**config.mk**
```make
export PLATFORM = sky130hd
export DESIGN_NAME = clk_div_prog
export DESIGN_NICKNAME = d
export VERILOG_FILES = /design/src/rtl/clkdiv_pkg.sv /design/src/rtl/clkdiv_shadow.sv /design/src/rtl/clk_div_prog.sv
export SDC_FILE = /design/constraint.sdc
export NUM_CORES = 1
export LEC_CHECK = 0
export CORE_ASPECT_RATIO = 2
export CORE_MARGIN = 3
export CORE_UTILIZATION = 65
export CTS_CLUSTER_SIZE = 40
export DETAILED_ROUTE_END_ITERATION = 12
export DONT_BUFFER_PORTS = 1
export GPL_TIMING_DRIVEN = 1
export MAX_ROUTING_LAYER = met4
export PLACE_DENSITY = 0.89
export SETUP_SLACK_MARGIN = 0.4
export SYNTH_ARGS = -nofsm -noshare
export SYNTH_HDL_FRONTEND = slang
export SYNTH_SLANG_ARGS = --single-unit
```
**constraint.sdc**
```tcl
create_clock -name clk -period 9 [get_ports clk]
set_input_delay 0.45 -clock clk [delete_from_list [all_inputs] [get_ports clk]]
set_output_delay 0.45 -clock clk [all_outputs]
set_load 0.01 [all_outputs]
```
**src/rtl/clkdiv_pkg.sv**
```systemverilog
// Shared constants and helpers for the programmable clock divider.
// Default divider width/ratio and the high-phase length function live here.
package clkdiv_pkg;

  localparam int DEF_CNT_W   = 8;
  localparam int DEF_DIV_VAL = 64;
  localparam int MIN_DIV     = 2;

  // High-phase length H = ceil(N/2), written so N = 2^W-1 never needs an extra bit.
  function automatic logic [31:0] half_up(input logic [31:0] n);
    return (n >> 1) + {31'd0, n[0]};
  endfunction

endpackage

```
**src/rtl/clkdiv_shadow.sv**
```systemverilog
// Divisor shadow register: validates loads, holds the pending value and
// hands it to the counter at the next period boundary.
module clkdiv_shadow
  import clkdiv_pkg::*;
#(
  parameter int CNT_W = DEF_CNT_W
) (
  input  logic             clk,
  input  logic             rst,
  input  logic             div_load,
  input  logic [CNT_W-1:0] div_in,
  input  logic             boundary,
  output logic [CNT_W-1:0] shadow,
  output logic             pend,
  output logic             apply,
  output logic             load_err
);

  logic accept;

  always_comb begin
    accept = div_load && (div_in >= CNT_W'(MIN_DIV));
    apply  = boundary && pend;
  end

  // A load landing on the boundary edge refills the shadow after the old value
  // has been consumed, so pend stays set.
  always_ff @(posedge clk) begin
    if (rst) begin
      shadow   <= '0;
      pend     <= 1'b0;
      load_err <= 1'b0;
    end else begin
      load_err <= div_load && !accept;
      if (accept) begin
        shadow <= div_in;
        pend   <= 1'b1;
      end else if (apply) begin
        pend   <= 1'b0;
      end
    end
  end

endmodule

```
**src/rtl/clk_div_prog.sv**
```systemverilog
// Runtime-programmable integer clock divider (N = 2..2^CNT_W-1, ~50% duty).
// Define CLKDIV_TICK_EN to add the per-period tick strobe output.
module clk_div_prog
  import clkdiv_pkg::*;
#(
  parameter int CNT_W   = DEF_CNT_W,
  parameter int DEF_DIV = DEF_DIV_VAL
) (
  input  logic             clk,
  input  logic             rst,
  input  logic             en,
  input  logic [CNT_W-1:0] div_in,
  input  logic             div_load,
  output logic             div_pend,
  output logic             load_err,
  output logic [CNT_W-1:0] div_cur,
  output logic             clk_out
`ifdef CLKDIV_TICK_EN
  ,
  output logic             tick
`endif
);

  logic [CNT_W-1:0] cnt, cnt_nxt;
  logic [CNT_W-1:0] n_q, n_nxt, h_nxt;
  logic [CNT_W-1:0] shadow;
  logic             boundary, apply, out_nxt;

  clkdiv_shadow #(.CNT_W(CNT_W)) u_shadow (
    .clk      (clk),
    .rst      (rst),
    .div_load (div_load),
    .div_in   (div_in),
    .boundary (boundary),
    .shadow   (shadow),
    .pend     (div_pend),
    .apply    (apply),
    .load_err (load_err)
  );

  // Boundary is the enabled 0 -> 1 step; a new divisor takes effect here so
  // the outgoing period always runs its full length.
  always_comb begin
    boundary = en && (cnt == '0);
    n_nxt    = apply ? shadow : n_q;
    cnt_nxt  = cnt;
    if (en) cnt_nxt = (cnt == n_q - CNT_W'(1)) ? '0 : cnt + CNT_W'(1);
    h_nxt    = CNT_W'(half_up(32'(n_nxt)));
    out_nxt  = (cnt_nxt != '0) && (cnt_nxt <= h_nxt);
  end

  always_ff @(posedge clk) begin
    if (rst) begin
      cnt     <= '0;
      n_q     <= CNT_W'(DEF_DIV);
      clk_out <= 1'b0;
    end else if (en) begin
      cnt     <= cnt_nxt;
      n_q     <= n_nxt;
      clk_out <= out_nxt;
    end
  end

  assign div_cur = n_q;

`ifdef CLKDIV_TICK_EN
  always_ff @(posedge clk) begin
    if (rst) tick <= 1'b0;
    else     tick <= boundary;
  end
`endif

endmodule

```
* After elaboration in Yosys (flattened, before gate mapping) *
Cells that the tools add are included.

word-level totals
  input bits = 12
  output and inout bits = 11
  flip-flop bits (word level) = 27
  logic and storage cells = 26

cells by class
  mux-type cells = 5
  reductions and logical operators = 9
  add/subtract/negate cells = 3
  equal/unequal tests = 1
  order comparisons = 2

operators by type and width
  kind                                                                    number
  8-bit two-way mux                                                       3
  7-bit by 1-bit adder with 8-bit output                                  1
  8-bit by 1-bit adder with 8-bit output (second input constant)          1
  8-bit equality test                                                     1
  8-bit by 2-bit >= comparator with 1-bit output (second input constant)  1
  8-bit less-or-equal comparator                                          1
  8-bit zero test                                                         1
  8-bit nonzero test                                                      1
  8-bit by 1-bit subtractor with 8-bit output (second input constant)     1
  1-bit logical AND                                                       5
  1-bit two-way mux                                                       2
  2-bit nonzero test                                                      1
  1-bit zero test                                                         1

* Depth between registers and ports, before layout *
Gate-level depths: netlist of the first run.

  word-level depth = 7
  depth in mapped cells = 19
  depth with buffers taken out = 17

* Hierarchy *
Synthesis of the first run repeated with hierarchy kept, for this count alone.

second synthesis, totals
  cells, all modules = 244
  area, all modules = 2020.7 µm²

by module, submodules not included
  module         instances  cells an instance  seq. area each (µm²)  area each (µm²)
  clk_div_prog   1          200                340.3                 1595.3
  clkdiv_shadow  1          44                 200.2                 425.4

* Worst setup path before layout of the first run *
Ideal clock, no wire load.

  path kind = reg2reg
  from = register cnt[0]
  to = register clk_out
  clock period less this slack = 3.425 ns
  stages on the path, launching flop included = 20
  arrival = 3.321 ns
  library setup time = 0.103 ns
  buffers on the path = 2
  required time = 8.897 ns
  path slack = 5.575 ns
  cell sequence = dfxtp_1 > inv_1 > ha_1 > nor3b_1 > and4_1 > buf_4 > buf_6 > nand2_1 > o21ai_0 > ha_1 > ha_1 > o21ai_1 > a21oi_1 > xor2_1 > ha_1 > nor2b_1 > o21ai_1 > nand2b_1 > o221a_2 > a2111oi_2

between the ends
  longest elaborated chain between the ends = 7
  elaborated cells on any way between the ends = 12
  classes of those cells = 2 x add/sub; 1 x order compare; 1 x eq/ne; 3 x mux; 5 x reduce/logical

ends and longest elaborated chain
  item                                    RTL line             source
  start, declared                         clk_div_prog.sv:24   logic [CNT_W-1:0] cnt, cnt_nxt;
  start signal, assigned                  clk_div_prog.sv:58   cnt <= cnt_nxt;
  8-bit zero test                         clk_div_prog.sv:44   boundary = en && (cnt == '0);
  1-bit logical AND                       clk_div_prog.sv:44
  1-bit logical AND                       clkdiv_shadow.sv:23  apply = boundary && pend;
  8-bit two-way mux                       clk_div_prog.sv:45   n_nxt = apply ? shadow : n_q;
  net n_nxt[1]                            clk_div_prog.sv:25   logic [CNT_W-1:0] n_q, n_nxt, h_nxt;
  7-bit by 1-bit adder with 8-bit output  clkdiv_pkg.sv:11     return (n >> 1) + {31'd0, n[0]};
  8-bit less-or-equal comparator          clk_div_prog.sv:49   out_nxt = (cnt_nxt != '0) && (cnt_nxt <= h_nxt);
  1-bit logical AND                       clk_div_prog.sv:49
  end signal, assigned                    clk_div_prog.sv:60   clk_out <= out_nxt;
  end, declared                           clk_div_prog.sv:17   output logic clk_out

The timed path passes the listed nets, and every way through them passes these cells.
A chain may end at the register's enable or synchronous reset.

* Final worst setup path of the first run *
Ends and elaborated chain as after synthesis.

==> results of run 1 <==
[state kept, by name (all words and copies together) (netlist names)]
signal / count
cnt: 8
div_cur: 8
u_shadow.shadow: 8
clk_out: 1
u_shadow.load_err: 1
u_shadow.pend: 1
[worst paths after layout]
| path | start | end | slack (ns) | cells after the start |
|---|---|---|---|---|
| worst max-delay path | cnt[0] | clk_out | 4.89 | 17 |
| worst min-delay path | rst | div_cur[0] | 0.23 | 1 |
| worst max register to register | cnt[0] | clk_out | 4.89 | 17 |
| worst min register to register | u_shadow.shadow[1] | u_shadow.shadow[1] | 0.46 | 2 |
[cell families (layout without fill, tap and decap cells)]
family / Yosys count / after routing / synth area share [%]
xor gates and xnor gates: 19 / 19 / 8.48
buffers and inverters: 21 / 10 / 5.80
AOI/OAI and AO/OA: 52 / 52 / 19.7
adders and majority gates: 13 / 13 / 8.29
DFF: 27 / 27 / 27.5
muxes: 7 / 7 / 3.63
and+or+nand+nor: 89 / 89 / 26.6
[cells in the mapped netlist, types with 2 or more instances]
master / count / share of area (%)
buf_6: 3 / 1.7
o211ai_1: 2 / 0.76
buf_4: 2 / 0.76
and4_1: 2 / 0.89
nand4_1: 4 / 1.3
nor2b_1: 10 / 3.2
a21o_1: 3 / 1.1
and3_1: 4 / 1.3
nor3_1: 5 / 1.3
nand2_1: 25 / 4.8
nand2b_1: 6 / 1.9
buf_2: 4 / 1.0
ha_1: 13 / 8.3
nor3b_1: 2 / 0.76
inv_1: 6 / 1.1
nor2_1: 8 / 1.5
dfxtp_1: 27 / 28
nor3_2: 2 / 1.0
xnor2_1: 12 / 5.4
clkbuf_1: 5 / 0.96
a21oi_1: 20 / 5.1
xor2_1: 7 / 3.1
nor4_1: 2 / 0.64
mux2i_1: 6 / 3.1
nand3_1: 8 / 2.0
o21ai_1: 2 / 0.51
o21ai_0: 3 / 0.76
a211oi_2: 5 / 3.2
and2_1: 2 / 0.64
nor2_4: 2 / 1.1
[area by class of cell]
cell class              instances  area, um2
well taps                      29       36.3
flip-flops and latches         27        541
multi-input cells             180       1310
fillers                       248        885
inverters                       6       22.5
clock buffers                   4       45.0
[power breakdown]
part	switching [mW]	internal (mW)
Sequential	0.00671	0.124
Clock	0.0363	0.0318
Combinational	0.0172	0.0153
[through the flow]
stage	setup WS, ns	util [%]	power [mW]
5_1_grt	4.56	68.8	0.243
4_1_cts	4.93	68.8	0.233
3_3_place_gp	5.27	67.2	0.164
2_1_floorplan	5.58	-	0.162
6_report	4.89	68.8	0.231
3_5_place_dp	5.14	67.2	0.164
[layout by cell type, fill, tap and decap left out, drive strengths merged, types with 2 or more instances in the layout]
master	count
dfxtp	27
nand2	25
a21oi	21
ha	13
xnor2	12
nor2b	10
nor2	10
nand3	8
xor2	7
nor3	7
nand2b	6
inv	6
mux2i	6
a211oi	6
o21ai	6
nand4	5
and3	4
clkbuf	4
nor4	4
a21o	3
o211ai	3
and2	2
and4	2
nor3b	2
o31ai	2
[metal layers]
layer	routed length [um]	share of wire (%)	GRT usage, %	vias up
li1	-	-	-	792
met1	1600	36	28.1	776
met2	2390	54	45.2	52
met3	212	4.8	4.32	19
met4	214	4.8	12.8	0
met5	0	0	-	-
==> impl_results.md, run 1 <==
* Cell area after synthesis at between 0.0015 and 0.002 mm2
* Worst setup SP type: flop
* Syn avg cell area at approximately 8.6 um2
* Achievable Freq at about 240 MHz
* Sequential element share of the synthesized area at 27.5%
* HPWL Detailed at 3280 um
* Seq cells post-synth at 27
* Clk root buf: clkbuf_8
* Max Slew Vio Count at 0
* Non-Filler Instances at roughly 250
* Share of cells above drive strength 1 at between 10% and 20%
* DR DRC count at 0
* PortBufs at 0
* Vias in the first global route at between 1,500 and 2,000
* Cells after DPL at roughly 240
* CTS tree: yes
* Worst path max stage delay at 0.61 ns
* NumNets Final at around 240
* Critical path arrival at around 4.3 ns
* Overflow after GRT at 0
* Worst-path clk slew at 0.09 ns
* LEAKAGE at 0.734 nW
* Area delta synth->final at -0.510%
* Starting density of the core at between 60 and 70%
* Final Cycle Share at between 40% and 50%
* I/O pins at 23
* CTS H-tree depth at 1
* DR pass1 iterations at 4
* Asr flop ratio synth at 0%
* Post-Synthesis Cells at ~230
* Clock sinks at 27
* Worst clock skew at 0.00385 ns
* Unique masters post-synth at 56
* Actual slew at the worst max-slew pin at ~0.57 ns
* Post-cts resize count at 0
* Peak supply drop at 110 uV
* Die ar. at around 0.0038 mm2
* Vias per cell at roughly 6.7
* WP data required at between 9 and 10 ns
* Largest net degree at the start of global routing at 28
* Pwr Density at ~120 mW/mm2
* Post-CTS setup buffers at 0
* CP max FO at 15
* DRT iter0 DRCs at approximately 40
* Global-route wire length before repair at ~7500 um
* CTS Buf Count at 3
* Die height at about 84 um
* Unrepaired setup endpoints after global routing: false
* N_diodes at 0
* Die X at roughly 45 um
* Clk_lat worst skew at between 0.2 and 0.3 ns
* Crit-path slowest cell: and4_1
* Number of synthesized flops with an enable pin at 0
* Critical-path cell list: inv_1 -> ha_1 -> nor3b_1 -> and4_1 -> nand2_1 -> o21ai_0 -> ha_1 -> ha_1 -> o21ai_1 -> a21oi_1 -> xor2_1 -> ha_1 -> nor2b_1 -> o21ai_1 -> nand2b_1 -> o221a_2 -> a2111oi_2
* Max Cap Violations at 0
* DRT Wirelength at roughly 4400 um
* Total negative slack at 0 ns
* CTS Buffer Depth at 2
* Final setup vio count at 0
* WS Path Type: flop to flop
* Yosys warnings at 0
* Core area at between 0.002 and 0.003 mm2
* Average routed wire per standard cell at between 15 and 20 um
* Critical path's top delay family: simple AND/OR/NAND/NOR gates
* Via count at ~1,600
* Final hold violations at 0
* Crit path time final at a little over 4 ns
* ANT nets after route at 0
* Status: finished, final reports clean
* Hold WS at around 0.23 ns
* Hold Path Class: primary input to flop
* Std-Cell Rows at 27
* Syn_nets at around 250
* GR Util All Layers at roughly a quarter
* Slew HR at between 60 and 70%
* Ys flop type: dfxtp_1
* Hold Buf Count CTS at 0
* Initial antenna violation count at 0
* Cell Area, Placed at roughly 0.0019 mm2
* Crit path buffers/inverters at 1
* Final Wtd Congestion at 0.924
* Crit-path most repeated cell: ha_1
* Design area at ~0.002 mm2
* Critical Path End Type: flop
Power figures use the tool's default switching activity.
==> inputs of run 2 (changes only) <==
Settings changed: CORE_UTILIZATION 65 to 63, PLACE_DENSITY 0.89 to 0.87.
Clock period 9 ns to 3.8 ns, I/O delays scaled along.
==> run 2 against run 1 <==
  * Worst hold slack worse by 0.22 ns
  * Clock power is 150% higher
  * Flip-flop and latch count stayed put
  * Clock skew is 0.0017 ns lower
==> impl_results.md, run 2 (synthesis gave the netlist of run 1 again) <==
* Status: finished, final reports clean
* P_int at 0.416 mW (+140%)
* Slew HR at 49.9% (-12 points)
* CP max FO at 6 (-9)
* Design area at 0.00219 mm2 (+12%)
* Reg2reg path depth at 17 (unchanged)
* Critical path arrival at 3.49 ns (-0.79 ns)
* Area delta synth->final at 11.7%
* Worst clock skew at 0.00220 ns (-0.00165 ns)
* Crit path time final at 3.31 ns (-0.794 ns)
* Clock power share at 29.1% (-0.4 points)
* Achievable Freq at 302 MHz (+24%)
* Final Cycle Share at 87.1% (+42 points)
* NumNets Final at 263 (+8.2%)
* Sequential share of power at 53.3% (-3.2 points)
* Total net switching power at 0.159 mW (+160%)
* Std-Cell Rows at 28 (+3.7%)
* DR pass1 iterations at 4 (unchanged)
* Final Wtd Congestion at 1.07 (+15%)
* LEAKAGE at 0.855 nW (+17%)
* Crit-path slowest cell: dfxtp_2
* Crit-path most repeated cell: ha_2
* DR DRC count at 0 (unchanged)
* Filler cells at 209 (-16%)
* Hold Crit Depth at 1 (unchanged)
* Hold WS at 0.0170 ns (-0.218 ns)
* GR Util All Layers at 27.8% (+1.3 points)
* Die X at 45.5 um (+1.4%)
* Cells after DPL at 249 (+2.9%)
* Unrepaired setup endpoints after global routing: false
* Clock sinks at 27 (unchanged)
* Final setup vio count at 0 (unchanged)
* Clk_lat worst skew at 0.28 ns (about the same)
* Initial antenna violation count at 0 (unchanged)
* DRT iter0 DRCs at 48 (+17%)
* DRT Wirelength at 5200 um (+18%)
* WS Path Type: flop to flop
* CTS Buf Count at 3 (unchanged)
* Hold Path Class: primary input to flop
* Average routed wire per standard cell at 19.5 um (+8.4%)
* Pwr Density at 262 mW/mm2 (+120%)
* Worst path max stage delay at 0.33 ns (-0.28 ns)
* Critical-path cell list: inv_1 -> ha_2 -> nor3b_2 -> and4_4 -> nand2_1 -> o21ai_2 -> ha_2 -> ha_2 -> o21ai_2 -> a21oi_2 -> xor2_1 -> ha_1 -> nor2b_1 -> o21ai_1 -> nand2b_1 -> o221a_2 -> a2111oi_2
* Vias per cell at 6.69 (+0.34%)
* CTS tree: yes
* CTS H-tree depth at 1 (unchanged)
* Die ar. at 0.00386 mm2 (+2.8%)
* Actual slew at the worst max-slew pin at 0.748 ns (+0.180 ns)
* N_diodes at 0 (unchanged)
* Non-Filler Instances at 267 (+8.5%)
* Overflow after GRT at 0 (unchanged)
* Critical Path End Type: flop
* Commonest non-fill, non-tap cell in the layout: nand2_1
* Worst-path clk slew at 0.09 ns (about the same)
* WP data required at 3.98 ns (-5.20 ns)
* CTS Buffer Depth at 2 (unchanged)
* Final hold violations at 0 (unchanged)
* PortBufs at 0 (unchanged)
* Largest net degree at the start of global routing at 24 (-14%)
* ANT nets after route at 0 (unchanged)
* Comb power frac at 17.6% (+3.5 points)
* Sw Ratio at 27.7% (+1.6 points)
* Peak supply drop at 290 uV (+160%)
* Total negative slack at 0 ns (unchanged)
* Die height at 84.9 um (+1.5%)
* Starting density of the core at 65.9% (-3.3 points)
* I/O pins at 23 (unchanged)
* Clk root buf: clkbuf_8
* Worst setup SP type: flop
* HPWL Detailed at 3470 um (+5.9%)
* Most frequent cells in the layout: 25 x nand2_1, 21 x dfxtp_1, 19 x a21oi_1, 12 x xnor2_1, 11 x buf_4
* Share of cells above drive strength 1 at 22.8% (+12 points)
* Core area at 0.00298 mm2 (+4.9%)
* Max Slew Vio Count at 0 (unchanged)
* Global-route wire length before repair at 7850 um (+4.7%)
* Cell Area, Placed at 0.00196 mm2 (+2.5%)
* Max Cap Violations at 0 (unchanged)
* Overall power at 0.575 mW (+150%)
* Via count at 1,785 (+8.9%)
* Vias in the first global route at 1,763 (+6.4%)
-- run 2: cell types whose count changed in the layout (fill, tap and decap cells not counted), moves of 2 or more --
| cell | previous run | this run |
|---|---|---|
| o21ai_2 | 1 | 5 |
| ha_1 | 13 | 9 |
| o21ai_0 | 3 | 0 |
| inv_1 | 6 | 4 |
| ha_2 | 0 | 3 |
| dlygate4sd3_1 | 0 | 9 |
| dfxtp_2 | 0 | 4 |
| buf_4 | 0 | 11 |
| dfxtp_4 | 0 | 2 |
| dfxtp_1 | 27 | 21 |
| inv_2 | 0 | 2 |
-- run 2: critical path, delay by kind of cell, from the launching register on --
family	cells	cell delay, ns
adder cells (fa/ha/maj)	4	0.85
AND/OR/NAND/NOR	5	0.84
flip-flops	1	0.33
XOR/XNOR	1	0.16
AO/OA/AOI/OAI	6	0.95
buffers and inverters	1	0.07
-- run 2: power groups by stage --
| stage | clock, mW | sequential, mW | combinational, mW |
|---|---|---|---|
| global placement | 0 | 0.312 | 0.0796 |
| CTS | 0.168 | 0.306 | 0.0889 |
| finish | 0.167 | 0.306 | 0.101 |
| detailed placement | 0 | 0.313 | 0.0814 |
| floorplan | 0 | 0.310 | 0.0741 |
| global route | 0.177 | 0.307 | 0.111 |
-- run 2: worst paths after layout --
check / slack [ns] / end / start
min: 0.02 / div_cur[6] / rst
min reg2reg: 0.49 / u_shadow.shadow[7] / u_shadow.shadow[7]
max reg2reg: 0.49 / clk_out / cnt[1]
max: 0.49 / clk_out / cnt[1]
-- run 2: repair_timing --
item | 4_1_cts | 5_1_grt
endpoints found under the hold margin | 26 | 0
setup buffers | 0 | 5
hold buffers | 9 | 0
pin swaps | 1 | 5
endpoints found under the setup margin | 1 | 1
resized for setup | 2 | 24
-- run 2: through the flow --
step                utilization (%)  setup slack (ns)
floorplan                         -             0.443
global placement               65.7             0.369
detailed placement             65.7             0.300
CTS                            70.3             0.400
global route                   73.6             0.364
finish                         73.6             0.489
-- run 2: per-layer routing --
layer | share of wire, % | wire length [um] | track usage, % | vias to the layer above
met5 | 0 | 0 | - | -
met1 | 36 | 1860 | 27.2 | 855
met3 | 4.6 | 237 | 6.79 | 28
met4 | 5.8 | 300 | 18.9 | 0
li1 | - | - | - | 830
met2 | 54 | 2800 | 45.4 | 72
-- run 2: area by class of cell --
| cell class | instances | area [um2] | area share, % |
|---|---|---|---|
| multi-input cells | 180 | 1360 | 62.1 |
| flip-flops and latches | 27 | 553 | 25.2 |
| repair buffers | 20 | 173 | 7.88 |
| clock buffers | 4 | 45.0 | 2.05 |
| well taps | 30 | 37.5 | 1.71 |
| inverters | 6 | 22.5 | 1.03 |
